==> src/rtl/rf_pkg.sv <==
// Shared constants and types for the register file with busy scoreboard.
// Default geometry lives here so the top, read ports and benches agree on it.
package rf_pkg;

  localparam int RF_WIDTH  = 16;
  localparam int RF_DEPTH  = 4;
  localparam int RF_ADDR_W = 3;

  typedef logic [RF_ADDR_W-1:0] rf_addr_t;
  typedef logic [RF_WIDTH-1:0]  rf_data_t;

endpackage

==> src/rtl/rf_read_port.sv <==
// One combinational read port: entry select, zero-register masking, and
// snooping of the write/reservation ports for bypass and busy adjustment.
module rf_read_port
  import rf_pkg::*;
#(
  parameter int WIDTH    = RF_WIDTH,
  parameter int DEPTH    = RF_DEPTH,
  parameter int ADDR_W   = RF_ADDR_W,
  parameter int ZERO_REG = 0,
  parameter int BYPASS   = 1
) (
  input  logic [ADDR_W-1:0]            addr,
  input  logic [DEPTH-1:0][WIDTH-1:0]  entries,
  input  logic [DEPTH-1:0]             busy_vec,
  input  logic                         wr_valid,
  input  logic [ADDR_W-1:0]            wr_addr,
  input  logic [WIDTH-1:0]             wr_data,
  input  logic                         rsv_ok,
  input  logic [ADDR_W-1:0]            rsv_addr,
  output logic [WIDTH-1:0]             data,
  output logic                         busy
);

  logic wr_match;
  logic rsv_match;

  // wr_valid already excludes out-of-range and zero-register targets.
  assign wr_match  = wr_valid && (addr == wr_addr);
  assign rsv_match = rsv_ok && (addr == rsv_addr);

  always_comb begin
    // NOTE: every output gets a default before any conditional path so no latch is inferred.
    data = '0;
    busy = 1'b0;
    for (int i = 0; i < DEPTH; i++) begin
      if ((addr == ADDR_W'(i)) && !((ZERO_REG != 0) && (i == 0))) begin
        data = entries[i];
        busy = busy_vec[i];
      end
    end
    // A writeback this cycle releases the entry unless it is re-reserved at once.
    if (wr_match) begin
      busy = rsv_match;
      if (BYPASS != 0) begin
        data = wr_data;
      end
    end
  end

endmodule

==> src/rtl/regfile_scoreboard.sv <==
// DEPTH x WIDTH register file with one write port, two combinational read
// ports and a per-entry busy scoreboard for in-flight destinations.
module regfile_scoreboard
  import rf_pkg::*;
#(
  parameter int WIDTH    = RF_WIDTH,
  parameter int DEPTH    = RF_DEPTH,
  parameter int ADDR_W   = RF_ADDR_W,
  parameter int ZERO_REG = 0,
  parameter int BYPASS   = 1
) (
  input  logic              clk,
  input  logic              rst,
  input  logic              wr_en,
  input  logic [ADDR_W-1:0] wr_addr,
  input  logic [WIDTH-1:0]  wr_data,
  input  logic [ADDR_W-1:0] rd_addr_a,
  output logic [WIDTH-1:0]  rd_data_a,
  output logic              busy_a,
  input  logic [ADDR_W-1:0] rd_addr_b,
  output logic [WIDTH-1:0]  rd_data_b,
  output logic              busy_b,
  input  logic              rsv_en,
  input  logic [ADDR_W-1:0] rsv_addr,
  output logic              rsv_ok,
  output logic [ADDR_W:0]   pend_cnt
);

  logic [DEPTH-1:0][WIDTH-1:0] entries_q;
  logic [DEPTH-1:0]            busy_q;
  logic [DEPTH-1:0]            busy_d;
  logic [ADDR_W:0]             pend_q;

  logic [DEPTH-1:0] wr_dec;
  logic [DEPTH-1:0] rsv_dec;
  logic [DEPTH-1:0] wr_clr;
  logic [DEPTH-1:0] rsv_req;
  logic [DEPTH-1:0] rsv_set;
  logic             wr_valid;
  logic             pend_inc;
  logic             pend_dec;

  // One-hot decode of writable entries; out-of-range and zero-register addresses decode to nothing.
  always_comb begin
    wr_dec  = '0;
    rsv_dec = '0;
    for (int i = 0; i < DEPTH; i++) begin
      if (!((ZERO_REG != 0) && (i == 0))) begin
        wr_dec[i]  = (wr_addr == ADDR_W'(i));
        rsv_dec[i] = (rsv_addr == ADDR_W'(i));
      end
    end
  end

  assign wr_clr   = wr_en  ? wr_dec  : '0;
  assign rsv_req  = rsv_en ? rsv_dec : '0;
  assign wr_valid = |wr_clr;

  // A same-cycle writeback to the requested entry counts as already released.
  assign rsv_ok  = (|rsv_req) && !(|(busy_q & rsv_req & ~wr_clr));
  assign rsv_set = rsv_ok ? rsv_req : '0;
  assign busy_d  = (busy_q & ~wr_clr) | rsv_set;

  assign pend_inc = rsv_ok;
  assign pend_dec = |(busy_q & wr_clr);

  always_ff @(posedge clk) begin
    if (rst) begin
      // NOTE: the entries are plain flops, so they are reset with everything else and read 0 afterwards.
      entries_q <= '0;
      busy_q    <= '0;
      pend_q    <= '0;
    end else begin
      // NOTE: state is assigned non-blocking so every register samples pre-edge values.
      for (int i = 0; i < DEPTH; i++) begin
        if (wr_clr[i]) begin
          entries_q[i] <= wr_data;
        end
      end
      busy_q <= busy_d;
      case ({pend_inc, pend_dec})
        2'b10:   pend_q <= pend_q + 1'b1;
        2'b01:   pend_q <= pend_q - 1'b1;
        default: pend_q <= pend_q;
      endcase
    end
  end

  assign pend_cnt = pend_q;

  rf_read_port #(
    .WIDTH(WIDTH), .DEPTH(DEPTH), .ADDR_W(ADDR_W), .ZERO_REG(ZERO_REG), .BYPASS(BYPASS)
  ) u_port_a (
    .addr     (rd_addr_a),
    .entries  (entries_q),
    .busy_vec (busy_q),
    .wr_valid (wr_valid),
    .wr_addr  (wr_addr),
    .wr_data  (wr_data),
    .rsv_ok   (rsv_ok),
    .rsv_addr (rsv_addr),
    .data     (rd_data_a),
    .busy     (busy_a)
  );

  rf_read_port #(
    .WIDTH(WIDTH), .DEPTH(DEPTH), .ADDR_W(ADDR_W), .ZERO_REG(ZERO_REG), .BYPASS(BYPASS)
  ) u_port_b (
    .addr     (rd_addr_b),
    .entries  (entries_q),
    .busy_vec (busy_q),
    .wr_valid (wr_valid),
    .wr_addr  (wr_addr),
    .wr_data  (wr_data),
    .rsv_ok   (rsv_ok),
    .rsv_addr (rsv_addr),
    .data     (rd_data_b),
    .busy     (busy_b)
  );

endmodule

==> config.mk <==
export PLATFORM = sky130hd
export DESIGN_NAME = regfile_scoreboard
export DESIGN_NICKNAME = d
export VERILOG_FILES = /design/src/rtl/rf_pkg.sv /design/src/rtl/rf_read_port.sv /design/src/rtl/regfile_scoreboard.sv
export SDC_FILE = /design/constraint.sdc
export NUM_CORES = 1
export LEC_CHECK = 0
export ABC_CLOCK_PERIOD_IN_PS = 3560
export BUFFER_PORTS_ARGS = -buffer_cell sky130_fd_sc_hd__buf_2
export CAP_MARGIN = 25
export CORE_ASPECT_RATIO = 0.9
export CORE_MARGIN = 2
export CORE_UTILIZATION = 57
export DETAILED_ROUTE_END_ITERATION = 16
export PLACE_DENSITY = 0.88
export SLEW_MARGIN = 20
export SYNTH_ARGS = -nofsm -noshare
export SYNTH_HDL_FRONTEND = slang
export SYNTH_SLANG_ARGS = --single-unit
==> constraint.sdc <==
create_clock -name clk -period 3.56 [get_ports clk]
set_input_delay 0.178 -clock clk [delete_from_list [all_inputs] [get_ports clk]]
set_output_delay 0.178 -clock clk [all_outputs]
set_load 0.01 [all_outputs]
# ---- Yosys cells after proc, flatten, opt, wreduce, memory -nomap -nowiden
# Cells that the tools add are included.
dict set report totals {
  regBits 72
  inputBits 32
  out_inout_bits 39
  word_cells 71
}
dict set report op_classes {
  add_sub_neg 2
  n_eq_ne 18
  muxes 24
  bitwise 6
  n_reduce_logical 15
}
# op count
set op_table {}
lappend op_table {{16-bit two-way mux} 10}
lappend op_table {{3-bit by 2-bit equality test with 1-bit output, second input constant} 8}
lappend op_table {{4-bit AND} 4}
lappend op_table {{4-bit OR reduction} 4}
lappend op_table {{3-bit by 1-bit equality test with 1-bit output, second input constant} 4}
lappend op_table {{3-bit equality test} 4}
lappend op_table {{3-bit logical NOT} 4}
lappend op_table {{4-bit two-way mux} 3}
lappend op_table {{1-bit two-way mux} 10}
lappend op_table {{4-bit one-hot mux with 2 select lines} 1}
lappend op_table {{1-bit logical AND} 5}
lappend op_table {{4-bit by 1-bit adder with 4-bit output, second input constant} 1}
lappend op_table {{4-bit NOT} 1}
lappend op_table {{4-bit bitwise OR} 1}
lappend op_table {{4-bit by 1-bit subtractor with 4-bit output, second input constant} 1}
lappend op_table {{2-bit by 1-bit equality test with 1-bit output, second input constant} 1}
lappend op_table {{2-bit equality test, second input constant} 1}
lappend op_table {{2-bit nonzero test} 1}
lappend op_table {{1-bit logical NOT} 1}

# ---- Longest topological paths before layout
dict set report logic_depth {
  word_depth 9
  mapped_depth 14
  depth_no_buf 11
}

# ---- By module
# From an unflattened synthesis, not the netlist that was laid out.
dict set report unflattened {
  hier_cells 518
  area_unflattened_um2 4420.5
}
# mod n_inst cells_per_inst area_each_um2 seq_area_each_um2
set modules_own_cells {}
lappend modules_own_cells {regfile_scoreboard 1 344 2726.4 1441.4}
lappend modules_own_cells {rf_read_port 2 87 847.1 0.0}

# ---- Worst setup path after synthesis
# Ideal clock, no wire load.
dict set report synth_timing {
  kind {input-to-reg}
  startpoint {in wr_addr[0]}
  endpoint {reg pend_q[2] (netlist: pend_cnt[2])}
  setup_ps 70
  arrival_time_ps 2511
  t_required_ps 3490
  slack_ps 978
  stages 13
  n_path_buf 2
  cell_sequence {buf_6 or4b_1 buf_2 nand2_1 o22ai_1 o32a_1 ha_1 xor2_1 ha_1 a21oi_1 xor2_1 or3_1 a21oi_1}
}
dict set report synth_between {
  elab_chain_cells 9
  word_cells_on_any_way 16
  cone_classes {eq/ne (5); mux (2); bitwise (3); reduce/logical (6)}
}
# item line_no
set synth_lines {}
lappend synth_lines {{start: declaration} regfile_scoreboard.sv:15} ;# input logic [ADDR_W-1:0] wr_addr,
lappend synth_lines {{3-bit by 1-bit equality test with 1-bit output, or another cell as far along} regfile_scoreboard.sv:49} ;# wr_dec[i] = (wr_addr == ADDR_W'(i));
lappend synth_lines {{4-bit two-way mux *} regfile_scoreboard.sv:55} ;# assign wr_clr = wr_en ? wr_dec : '0;
lappend synth_lines {{4-bit NOT} regfile_scoreboard.sv:60} ;# assign rsv_ok = (|rsv_req) && !(|(busy_q & rsv_req & ~wr_clr));
lappend synth_lines {{4-bit AND} regfile_scoreboard.sv:60}
lappend synth_lines {{4-bit OR reduction} regfile_scoreboard.sv:60}
lappend synth_lines {{1-bit logical NOT} regfile_scoreboard.sv:60}
lappend synth_lines {{1-bit logical AND} regfile_scoreboard.sv:60}
lappend synth_lines {{2-bit by 1-bit equality test with 1-bit output or 2-bit equality test (tied branches)} regfile_scoreboard.sv:81} ;# case ({pend_inc, pend_dec})
lappend synth_lines {{4-bit one-hot mux with 2 select lines or 2-bit nonzero test (tied branches)} -}
lappend synth_lines {{end signal: assignment} regfile_scoreboard.sv:82} ;# 2'b10: pend_q <= pend_q + 1'b1;
lappend synth_lines {{end signal: assignment} regfile_scoreboard.sv:83} ;# 2'b01: pend_q <= pend_q - 1'b1;
lappend synth_lines {{end signal: assignment} regfile_scoreboard.sv:84} ;# default: pend_q <= pend_q;
lappend synth_lines {{end: declaration} regfile_scoreboard.sv:32} ;# logic [ADDR_W:0] pend_q;
# Every way passes the cells marked *; elsewhere a longest branch is shown, timed or not.
# A chain may end at the register's enable or synchronous reset.

# ---- Worst setup path after layout
dict set report layout_timing {
  startpoint {in rd_addr_a[0]}
  endpoint {out rd_data_a[13]}
}
dict set report layout_between {
  elab_chain_cells 6
  word_cells_on_any_way 11
  cone_classes {eq/ne (4); mux (5); reduce/logical (2)}
}
# item line_no
set layout_lines {}
lappend layout_lines {{start: declaration} regfile_scoreboard.sv:17} ;# input logic [ADDR_W-1:0] rd_addr_a,
lappend layout_lines {{3-bit logical NOT} rf_read_port.sv:36} ;# if ((addr == ADDR_W'(i)) && !((ZERO_REG != 0) && (i == 0))) begin
lappend layout_lines {{16-bit two-way mux (4 in series)} rf_read_port.sv:36}
lappend layout_lines {{16-bit two-way mux *} rf_read_port.sv:42} ;# if (wr_match) begin
lappend layout_lines {{end: declaration} regfile_scoreboard.sv:18} ;# output logic [WIDTH-1:0] rd_data_a,
# Marks and branches as above.

==> impl_metrics.yaml <==
hold_path:
  hold_depth: 2
  hold_class: "in -> reg"
  min_to: "pend_cnt[2]"
  min-delay-start: "rst"
placed_design:
  dpl.hpwl_um: 7753
  placed_area_um2: 4547
  gp_congestion: 0.8874
  io_buffers: 70
  dpl.cell_count: 665
worst_setup_path:
  crit_path_end_kind: "output pin"
  slowest_stage: "or4_2"
  crit_required_ns: 3.38
  crit_type: "in -> out"
  crit_path_frequent_cell: "buf_2"
  worstPathMaxFanout: 33
  r2r_cells: 9
  path_cells: "buf_2, xor2_1, or4_2, nor2_1, a21oi_1, buf_2"
  cp-start-kind: "input port"
  r2r_start: "busy_q[3]"
  rrSetupSlack_ns: 1.35
  r2r-end: "pend_cnt[2]"
  critical_path.max_stage_delay_ns: 1.00
  worst_ep_arrival_time_ns: 2.33
cells_and_area:
  drive_above_1_share_pct: 20.58
  post-route-util_pct: 67.05
  area_delta_synth_final_pct: 13.05
  nets: 618
  finalInstanceArea_um2: 4768
  final_cells: 681
  diodes: 0
global_route:
  antenna_found_initial: 0
  grtUsageTotal_pct: 32.37
  grt_pass1_vias: 4103
  grt_max_degree: 68
  grt_pass1_wl_um: 20380
  grt_overflow: 0
job:
  drv_cap: 0
clock_tree:
  clk_path_buf_depth: 2
  cts-root-buf: "clkbuf_8"
  cts.repair.resized: 0
  post-cts-setup-buffers: 0
  clock_latency_ns: 0.36
  cts-htree-levels: 3
  cts_made_buffers: 9
  cts_tree: "done"
  cts_hold_buf: 0
  clock_sinks: 72
  clkSlewWorstSetupHoldPaths_ns: 0.07
power_and_ir_drop:
  sw_frac_of_total_pct: 27.36
  leakage_nw: 1.846
  switching_power_mw: 0.4959
  ir_drop_v: 0.0003103
  internal-power_mw: 1.317
  p_clk_share_pct: 40.0
  pwr-share-seq_pct: 46.4
  combPwrFrac_pct: 13.6
  power.total_mw: 1.812
  p_per_area_nw_per_um2: 380.1
floorplan:
  pin_count: 71
  num_rows: 29
  initial_core_util_pct: 59.31
  die_w_um: 94.68
  die_area_um2: 8105
  core_um2: 7112
  die_h_um: 85.61
detailed_routing:
  drc_errors: 0
  first_iter_violations: 413
  routed_via_density: 6.419
  ant_nets: 0
  dr_total_vias: 4371
  drt-total-wl_um: 12660
  drtPass1Iterations: 5
  wl_per_cell_um: 18.58
sta:
  finalHoldViolCount: 0
  rsz0062_at_grt: "false"
  fmax_mhz: 399.0
  setup_tns_ns: 0
  period_needed_ns: 2.506
  fin_crit_sh_pct: 70.39
  relSlewSlack_pct: 26.25
  finalSetupViolations: 0
  skew_ns: 0.006682
  worst_pin_slew_ns: 1.098
  final-max-slew-violation-count: 0
synth:
  ys_seq_elements: 72
  synth_cell_types: 42
  ys_seq_area_share_pct: 34.17
  synthesis.nets: 572
  synthFlopType: "dfxtp_1"
  synthesis.area_um2: 4218
  synth-async-reset-ratio_pct: 0
  synth_top_cell_by_area: "dfxtp_1"
  synth_edf_count: 0
  synth_area_per_cell_um2: 7.854
  synth_area_leaders: "dfxtp_1 (34%), nand2_1 (15%), a21oi_1 (9.7%), mux4_2 (9.6%), a2bb2oi_1 (7.1%)"
  synth_warnings: 0
  synth_cells: 537
  synth_top_area_share_pct: 34.17
outcome:
  outcome: "finished clean"
-- worst max-delay path by stage --
stage | endpoint | from | cells past startpoint | slack (ns)
after floorplan | pend_cnt[2] | wr_addr[0] | 13 | 0.98
after global placement | pend_cnt[2] | wr_en | 13 | 0.90
after detailed placement | pend_cnt[2] | wr_en | 13 | 0.80
after CTS | busy_a | rd_addr_a[0] | 6 | 0.97
after global routing | rd_data_a[7] | rd_addr_a[0] | 6 | 0.94
final | rd_data_a[13] | rd_addr_a[0] | 6 | 1.05
-- metal layers --
layer	share of wire (%)	up-vias	global-route usage, %
met2	47	296	52.29
met3	12	44	7.996
met1	38	2063	41.18
li1	-	1968	-
met5	0	-	0
met4	2.6	0	14.36
-- worst max-delay path: cells and delay by family --
| kind | cells | cell delay [ns] |
|---|---|---|
| compound gates | 1 | 0.07 |
| xor+xnor | 1 | 0.12 |
| buf+inv | 2 | 0.73 |
| simple gates | 2 | 1.22 |
-- kinds of logic after synthesis --
logic type      after synthesis  share of synthesized area (%)
fa+ha+maj                     3                         0.8900
mux                          36                          13.91
buf+inv                      47                          5.310
compound gates              147                          21.21
xor+xnor                      8                          1.839
simple gates                224                          22.66
flops                        72                          34.17
-- metrics by stage --
stage / hold slack (ns) / worst slack, ns
6_report: 0.06270 / 1.054
5_1_grt: 0.06698 / 0.9395
4_1_cts: 0.04966 / 0.9653
3_5_place_dp: 0.4360 / 0.8005
3_3_place_gp: 0.4327 / 0.9029
2_1_floorplan: 0.3140 / 0.9783
-- power groups by stage --
stage,logic [mW],registers [mW],clock network [mW]
after global routing,0.264,0.843,0.763
final,0.247,0.841,0.725
after CTS,0.242,0.840,0.727
after detailed placement,0.240,0.859,0
after global placement,0.232,0.857,0
after floorplan,0.159,0.855,0
-- Yosys cell counts (all sizes together) (2+ instances only) --
cell / number
a22oi: 3
ha: 3
or3: 3
and3: 3
nand3: 3
o21ai: 21
o22ai: 2
clkbuf: 20
nand2: 169
nand2b: 3
a2bb2oi: 34
a21oi: 82
nor2b: 6
nor2: 25
mux2i: 17
mux4: 18
nor3: 3
xor2: 7
or4: 2
buf: 26
nor3b: 3
dfxtp: 72
-- layout make-up --
| type | instances | area [um^2] |
|---|---|---|
| multi-input combinational | 418 | 2554 |
| fill | 594 | 2344 |
| sequential | 72 | 1441 |
| timing repair buffer | 81 | 432.9 |
| clock buffer | 10 | 127.6 |
| tap | 93 | 116.4 |
| clock inverter | 6 | 92.59 |
| inverter | 1 | 3.754 |
-- flip-flops by register name, indices dropped and copies added, names as in the netlist --
name / count
entries_q: 64
busy_q: 4
pend_cnt: 4
-- placed cells by master (no fill, tap or decap), types with 2 or more instances in the layout --
cell,count
nand2_1,169
a21oi_1,82
dfxtp_1,72
buf_2,70
a2bb2oi_1,34
nor2_1,25
mux4_2,18
mux2i_1,17
o21ai_0,11
buf_4,11
o21ai_1,10
clkbuf_8,9
nor2b_1,6
xor2_1,6
and3_1,3
a22oi_1,3
nand3_1,3
or3_1,3
ha_1,3
nor3b_1,2
o22ai_1,2
nand2b_1,2
nor3_1,2
clkinvlp_4,2
bufinv_16,2
Note: power is estimated with default switching activity, not from simulation.
